### config.mk
export PLATFORM = sky130hd
export DESIGN_NAME = mux_scan_serializer
export DESIGN_NICKNAME = d
export VERILOG_FILES = /design/src/rtl/mux_scan_serializer.sv
export SDC_FILE = /design/constraint.sdc
export NUM_CORES = 1
export LEC_CHECK = 0
export ABC_AREA = 1
export BUFFER_PORTS_ARGS = -buffer_cell sky130_fd_sc_hd__buf_2
export CORE_UTILIZATION = 38
export DETAILED_ROUTE_END_ITERATION = 10
export SLEW_MARGIN = 30
export SYNTH_ARGS = -nofsm -noshare
export SYNTH_HDL_FRONTEND = slang
export SYNTH_SLANG_ARGS = --single-unit
### constraint.sdc
create_clock -name clk -period 3.7 [get_ports clk]
set_clock_uncertainty 0.05 [all_clocks]
set_input_delay 0.74 -clock clk [delete_from_list [all_inputs] [get_ports clk]]
set_output_delay 0.74 -clock clk [all_outputs]
set_load 0.05 [all_outputs]
### src/rtl/mux_scan_serializer.sv
// Steps an external 8:1 mux through every select position, serializes the
// sampled bits over valid/ready and rebuilds them into a readback word.
module mux_scan_serializer #(
  parameter bit MSB_FIRST = 1'b0
) (
  input  logic       clk,
  input  logic       rst_n,
  input  logic       start,
  input  logic [7:0] load_data,
  input  logic       abort,
  output logic [7:0] mux_in,
  output logic [2:0] mux_sel,
  input  logic       mux_out,
  output logic       ser_data,
  output logic       ser_valid,
  input  logic       ser_ready,
  output logic [7:0] rx_word,
  output logic       busy,
  output logic       done
);

  typedef enum logic [1:0] {
    IDLE,
    SAMPLE,
    SEND,
    DONE
  } state_t;

  localparam logic [2:0] FIRST = MSB_FIRST ? 3'd7 : 3'd0;
  // adding 7 in 3-bit arithmetic is a decrement
  localparam logic [2:0] STEP  = MSB_FIRST ? 3'd7 : 3'd1;

  state_t     state;
  logic [2:0] cnt;

  assign busy = (state != IDLE);

  always_ff @(posedge clk or negedge rst_n) begin
    if (!rst_n) begin
      state     <= IDLE;
      cnt       <= 3'd0;
      mux_in    <= 8'd0;
      mux_sel   <= FIRST;
      ser_data  <= 1'b0;
      ser_valid <= 1'b0;
      rx_word   <= 8'd0;
      done      <= 1'b0;
    end else begin
      done <= 1'b0;
      // abort wins over a same-cycle handshake; partial data is kept
      if (abort && state != IDLE) begin
        state     <= IDLE;
        ser_valid <= 1'b0;
        mux_sel   <= FIRST;
      end else begin
        unique case (state)
          IDLE: begin
            if (start) begin
              mux_in  <= load_data;
              mux_sel <= FIRST;
              rx_word <= 8'd0;
              cnt     <= 3'd0;
              state   <= SAMPLE;
            end
          end
          SAMPLE: begin
            ser_data         <= mux_out;
            rx_word[mux_sel] <= mux_out;
            ser_valid        <= 1'b1;
            state            <= SEND;
          end
          SEND: begin
            if (ser_ready) begin
              ser_valid <= 1'b0;
              if (cnt == 3'd7) begin
                done  <= 1'b1;
                state <= DONE;
              end else begin
                cnt     <= cnt + 3'd1;
                mux_sel <= mux_sel + STEP;
                state   <= SAMPLE;
              end
            end
          end
          DONE: begin
            mux_sel <= FIRST;
            state   <= IDLE;
          end
          default: state <= IDLE;
        endcase
      end
    end
  end

endmodule

* Yosys cells after proc, flatten, opt, wreduce, memory -nomap -nowiden
Cells that the tools add are included.
Word-level totals: bits in registers 27, word-level logic and storage cells 63, output and inout bits 23, input port bits 14
Operators by class: reductions and logical operators 15, equality and inequality tests 10, add/subtract/negate cells 2, order comparisons 2, bitwise operators 1, multiplexer cells 25
Operators by type and width (number):
- 2-to-1 mux 3 bit | 6
- one-hot mux 8 bit (2 select lines) | 1
- != test 3 bit, second input constant | 3
- one-hot mux 3 bit (3 select lines) | 1
- bitwise mux 8 bit | 1
- 2-to-1 mux 2 bit | 4
- 2-to-1 mux 8 bit | 1
- one-hot mux 2 bit (4 select lines) | 1
- 2-to-1 mux 1 bit | 7
- adder 3 x 1 -> 3 bit, second input constant | 2
- != test 2 bit, second input constant | 3
- one-hot mux 3 bit (2 select lines) | 1
- AND reduction 2 bit | 3
- AND reduction 3 bit | 2
- nonzero test 2 bit | 3
- AND reduction 5 bit | 1
- == test 2 bit, second input constant | 2
- less-than comparator 3 x 4 -> 1 bit, second input constant | 1
- AND reduction 4 bit | 1
- nonzero test 4 bit | 1
- demux 1 bit (select 3 bit) | 1
- == test 3 bit, second input constant | 1
- >= comparator 3 x 1 -> 1 bit, second input constant | 1
- nonzero test 3 bit | 1
- 5 further kinds | 6

* Logic depth before layout (Yosys ltp)
Gate-level depths: netlist (run 1).
depth after elaboration 6, depth in mapped cells 8, mapped depth without buffers 8

* Least setup slack after synthesis (run 1)
Ideal clock, no wire load.
path kind reg-to-output, start point register state[0], end point output busy, path slack 2.091 ns, required time 2.910 ns, arrival 0.819 ns, stages on the path, launching flop included 3, buffers on the path 0, cell sequence dfrtp_1 inv_2 nand2_1
Between the ends: longest elaborated chain between the ends 1
Ends and longest elaborated chain:
- start: declaration | line 33 | state_t state;
- start signal: assignment | line 40 | state <= IDLE;
- start signal: assignment | line 52 | state <= IDLE;
- start signal: assignment | line 63 | state <= SAMPLE;
- nonzero test 2 bit | line 36 | assign busy = (state != IDLE);
- end: declaration | line 18 | output logic busy,
No other way between the ends.

* Worst setup path in the final report (run 1)
Ends and elaborated chain as after synthesis.

==> metrics.txt, run 1 <==
post-CTS setup buffer count=0; most common cell after layout, fill and taps aside=nand2_1; total vias in the final route=1059; highest fanout seen on the critical path=4; commonest non-fill, non-tap cells in the layout=45 x nand2_1, 36 x buf_2, 27 x dfrtp_1; DR WL/cell=11.4 microns; residual overflow from global routing=0; Synth Cell Area=0.00126 sq mm; Rows=20; initial antenna violation count=0; Die Height=59.7 microns; CTS Buf Count=3; fin. max-slew vios=0; Worst Tran Pin Value=0.601 ns; Reg2Reg Depth=8; worst-path cell chain=inv_2 > nand2_1 > buf_2; first-pass GRT wire length=4250 microns; DR pass1 iterations=4; CP arrival=1.22 ns; die span in x=59.7 microns; final worst-path cycle share=54.4%; Hold/Removal Path Class=primary input to asynchronous set/reset pin; CP Buf/Inv Count=2; die area=0.00356 sq mm; CORE AREA=0.00310 sq mm; Detailed Route WL=2550 microns; First DRT Iteration DRCs=30; minimum hold slack=0.348 ns; IO Port Bufs=36; htree depth=1; Mapped Nets=160; share of cells above drive strength 1=32.2%; status=finished, final reports clean; power density cells=563 mW/mm^2; initial core utilization=40.8%; Reg clk slew, reported paths=0.14 ns; Register Area=676 sq um; Avg Vias per Cell=4.73; Multi-input gate area=526 sq um; clock buffer depth=2; CP top delay family=flip-flops; Startpoint Class=flip-flop; Yosys top cell area share=53.4%; Period minus WS final=2.01 ns; synth unique cells=18; Yosys Warn Count=0; total leakage power=0.814 nW; slew margin rel.=59.9%; unrepaired setup endpoints after global routing=false; Max Fclk=0.497 GHz; DRC=0; Syn Area/Cell=8.85 sq um; largest net degree at the start of global routing=28; fill count=327; synth top area cells=dfrtp_1 53%, nand2_1 13%, mux2_2 7.1%; final hold vios=0; antenna cells=0; hpwl dp=1960 microns; Sink Count=27; cell taking the most area after synthesis=dfrtp_1; Crit path depth=3; Final ANT Viol Nets=0; vias in the first global route=1024; Seq/Total Area, Yosys=53.4%; IO Count=37; TritonCTS clock tree=yes; CP Class=flip-flop to output pin; final layout net count=198; post_cts resized=0; clock latency on the worst-skew pair=0.32 ns; layout overhead on the synthesized area=19.6%; Worst setup EP type=output pin; Placer Congestion=0.789; Max-cap violations=0; cell count after synthesis=143; worst vdd ir=297 uV; Final Setup Violations=0; Crit path required time=2.91 ns; hold_buf cts=0; root buffer cell=clkbuf_4; Total GRT Usage=15.6%; Worst path slowest cell=dfrtp_1; Final TNS setup=0 ns; Yosys reg bits=27; Largest stage delay, worst path=0.45 ns
==> synthesized netlist by cell type <==
| library cell | count |
|---|---|
| dfrtp_1 | 27 |
| xnor2_1 | 1 |
| inv_1 | 8 |
| o21ai_1 | 3 |
| nor3_1 | 5 |
| nand3_2 | 1 |
| o21ai_0 | 9 |
| nor2_2 | 1 |
| mux2_2 | 8 |
| nand2_2 | 3 |
| ha_1 | 3 |
| buf_2 | 3 |
| nor2_1 | 7 |
| nand2_1 | 45 |
| a21oi_1 | 2 |
| o2bb2ai_1 | 1 |
| nand3_1 | 11 |
| inv_2 | 5 |
==> flip-flops by register name, indices dropped and copies added (netlist names) <==
signal / flops
mux_in: 8
rx_word: 8
state: 2
ser_data: 1
cnt: 3
mux_sel: 3
done: 1
ser_valid: 1
==> kinds of logic (layout without fill, tap and decap cells) <==
kind of cell / count (synthesis) / after routing / share of synthesized area [%]
adder cells (fa/ha/maj): 3 / 3 / 2.97
buffers and inverters: 16 / 53 / 5.04
AND/OR/NAND/NOR: 73 / 73 / 24.5
XOR/XNOR: 1 / 1 / 0.693
AO/OA/AOI/OAI: 15 / 15 / 6.23
multiplexers: 8 / 8 / 7.12
flip-flops: 27 / 27 / 53.4
==> power breakdown <==
group          total [mW]  switching [mW]  internal (mW)
clock network       0.127          0.0865         0.0406
logic               0.353           0.264         0.0891
registers           0.372          0.0296          0.343
==> routing by layer <==
layer	global-route usage, %	up-vias	wire length, microns
li1	-	534	-
met2	28.1	23	1290
met4	4.98	0	29
met5	0	-	0
met3	1.95	4	87
met1	19.3	498	1140
==> path summary, 6_finish.rpt <==
path | from | to | slack [ns]
worst max-delay path | state[0]$_DFFE_PN0P_ | busy | 1.69
worst min-delay path | rst_n | rx_word[5]$_DFFE_PN0P_ | 0.35
worst max register to register | cnt[0]$_DFFE_PN0P_ | mux_sel[1]$_DFFE_PN0P_ | 2.12
worst min register to register | rx_word[2]$_DFFE_PN0P_ | rx_word[2]$_DFFE_PN0P_ | 0.44
max in group asynchronous | rst_n | done$_DFF_PN0_ | 2.86
min in group clk | rx_word[2]$_DFFE_PN0P_ | rx_word[2]$_DFFE_PN0P_ | 0.44
==> final cells by class <==
cell class | count | share of cell area, %
Inverter | 13 | 3.23
Multi-Input combinational cell | 100 | 34.7
Sequential cell | 27 | 44.7
Clock buffer | 3 | 1.49
Tap cell | 44 | 3.64
Clock inverter | 1 | 0.331
Timing Repair Buffer | 36 | 11.9
==> per-stage QoR <==
step	cells	util, %	setup slack [ns]	area, sq um	power, mW
after global placement	220	47.9	2.07	1490	0.729
after CTS	224	48.8	1.68	1510	0.863
final	224	48.8	1.69	1510	0.852
after global routing	224	48.8	1.62	1510	0.899
after floorplan	143	-	2.09	1260	0.647
after detailed placement	220	47.9	1.97	1490	0.735
(Power assumes the default switching activity.)
==> run 2: changes to the inputs <==
==> constraint.sdc (replaced) <==
create_clock -name clk -period 2 [get_ports clk]
set_clock_uncertainty 0.05 [all_clocks]
set_input_delay 0.4 -clock clk [delete_from_list [all_inputs] [get_ports clk]]
set_output_delay 0.4 -clock clk [all_outputs]
set_load 0.05 [all_outputs]
==> run 2 against run 1 <==
  * Sequential cell count is the same
  * Cell area did not move
  * Sequential power is 85% higher
  * Cell count stayed put
  * Count of clock-buffer cells in the layout stayed put
  * Wire length down 2.6%
  * Combinational power increased by 85%
  * Critical endpoint is now mux_sel[0]
  * Largest power group unchanged
==> metrics.txt, run 2 (synthesis gave the netlist of run 1 again) <==
clock buffer depth=2; Reg clk slew, reported paths=0.15 ns; vias in the first global route=1026; layout overhead on the synthesized area=19.6%; Crit path required time=1.55 ns; status=finished, final reports clean; CP Class=flip-flop to output pin; Worst path slowest cell=dfrtp_1; Sw Ratio=44.6%; Sink Count=27; dpl cell area=0.00149 sq mm; share of cells above drive strength 1=32.2%; Switch Pwr=703 uW; CP Buf/Inv Count=1; antenna cells=0; Final ANT Viol Nets=0; register share of total power=43.7%; residual overflow from global routing=0; post-CTS setup buffer count=0; Worst setup EP type=output pin; Placer Congestion=0.802; Worst Tran Pin Value=0.598 ns; post_cts resized=0; Period minus WS final=1.67 ns; die span in x=59.7 microns; worst vdd ir=628 uV; highest fanout seen on the critical path=11; Int Power=874 uW; unrepaired setup endpoints after global routing=false; worst setup path start=mux_sel[0]$_DFFE_PN0P_; Max-cap violations=0; CP arrival=1.22 ns; DR WL/cell=11.1 microns; Final TNS setup=0 ns; final layout net count=198; Avg Vias per Cell=4.72; largest net degree at the start of global routing=28; Largest stage delay, worst path=0.57 ns; Clk pwr share=14.8%; most common cell after layout, fill and taps aside=nand2_1; Max Fclk=0.599 GHz; Startpoint Class=flip-flop; hold_buf cts=0; Total GRT Usage=15.8%; Detailed Route WL=2490 microns; Final Setup Violations=0; Largest regs=mux_in (8), rx_word (8); Rows=20; first-pass GRT wire length=4270 microns; Die Height=59.7 microns; IO Port Bufs=36; Comb pwr share=41.5%; CTS Buf Count=3; initial antenna violation count=0; final hold vios=0; initial core utilization=40.8%; FF-to-FF Start=cnt[0]$_DFFE_PN0P_; total vias in the final route=1058; final worst-path cycle share=83.4%; hpwl dp=1880 microns; IO Count=37; die area=0.00356 sq mm; Hold/Removal Path Class=primary input to asynchronous set/reset pin; root buffer cell=clkbuf_4; slew margin rel.=60.1%; TritonCTS clock tree=yes; CP top delay family=flip-flops; commonest non-fill, non-tap cells in the layout=45 x nand2_1, 36 x buf_2, 27 x dfrtp_1; clock latency on the worst-skew pair=0.32 ns; Finished Cell Area=0.00151 sq mm; CORE AREA=0.00310 sq mm; First DRT Iteration DRCs=27; total leakage power=0.814 nW; fin. max-slew vios=0; DRC=0; worst-path cell chain=buf_2; power density cells=1040 mW/mm^2; htree depth=1; DR pass1 iterations=4
-- run 2: power groups by stage --
stage,registers [mW],clock network (mW),logic [mW]
CTS,0.690,0.250,0.659
global route,0.700,0.258,0.702
detailed placement,0.700,0,0.658
floorplan,0.972,0,0.226
global placement,0.696,0,0.650
finish,0.689,0.234,0.653
-- run 2: layer usage --
| metal | track usage [%] | vias up | routed length [microns] |
|---|---|---|---|
| li1 | - | 532 | - |
| met1 | 18.7 | 497 | 1130 |
| met2 | 28.9 | 27 | 1260 |
| met3 | 1.95 | 2 | 88 |
| met4 | 5.98 | 0 | 13 |
| met5 | 0 | - | 0 |
-- run 2: area by class of cell --
cell class / count / area [sq um]
Fill cell: 319 / 1590
Sequential cell: 27 / 676
Multi-Input combinational cell: 100 / 526
Timing Repair Buffer: 36 / 180
Tap cell: 44 / 55.1
Inverter: 13 / 48.8
Clock buffer: 3 / 22.5
Clock inverter: 1 / 5.00
-- run 2: worst paths after layout --
kind	to	slack, ns	depth (start not counted)
worst max-delay path	mux_sel[0]	0.33	1
worst min-delay path	rx_word[3]$_DFFE_PN0P_	0.008	1
worst max register to register	mux_sel[1]$_DFFE_PN0P_	0.48	8
worst min register to register	rx_word[1]$_DFFE_PN0P_	0.44	2
max in group asynchronous	mux_in[6]$_DFFE_PN0P_	1.50	1
min in group clk	done$_DFF_PN0_	0.23	2
-- run 2: per-stage QoR --
step	hold slack, ns	worst slack (ns)	power, mW	instances	util [%]
final	0.00821	0.332	1.58	224	48.8
after global routing	0.0473	0.252	1.66	224	48.8
after CTS	0.0196	0.313	1.60	224	48.8
after detailed placement	0.399	0.513	1.36	220	47.9
after global placement	0.393	0.561	1.35	220	47.9
after floorplan	0.0544	0.539	1.20	143	-
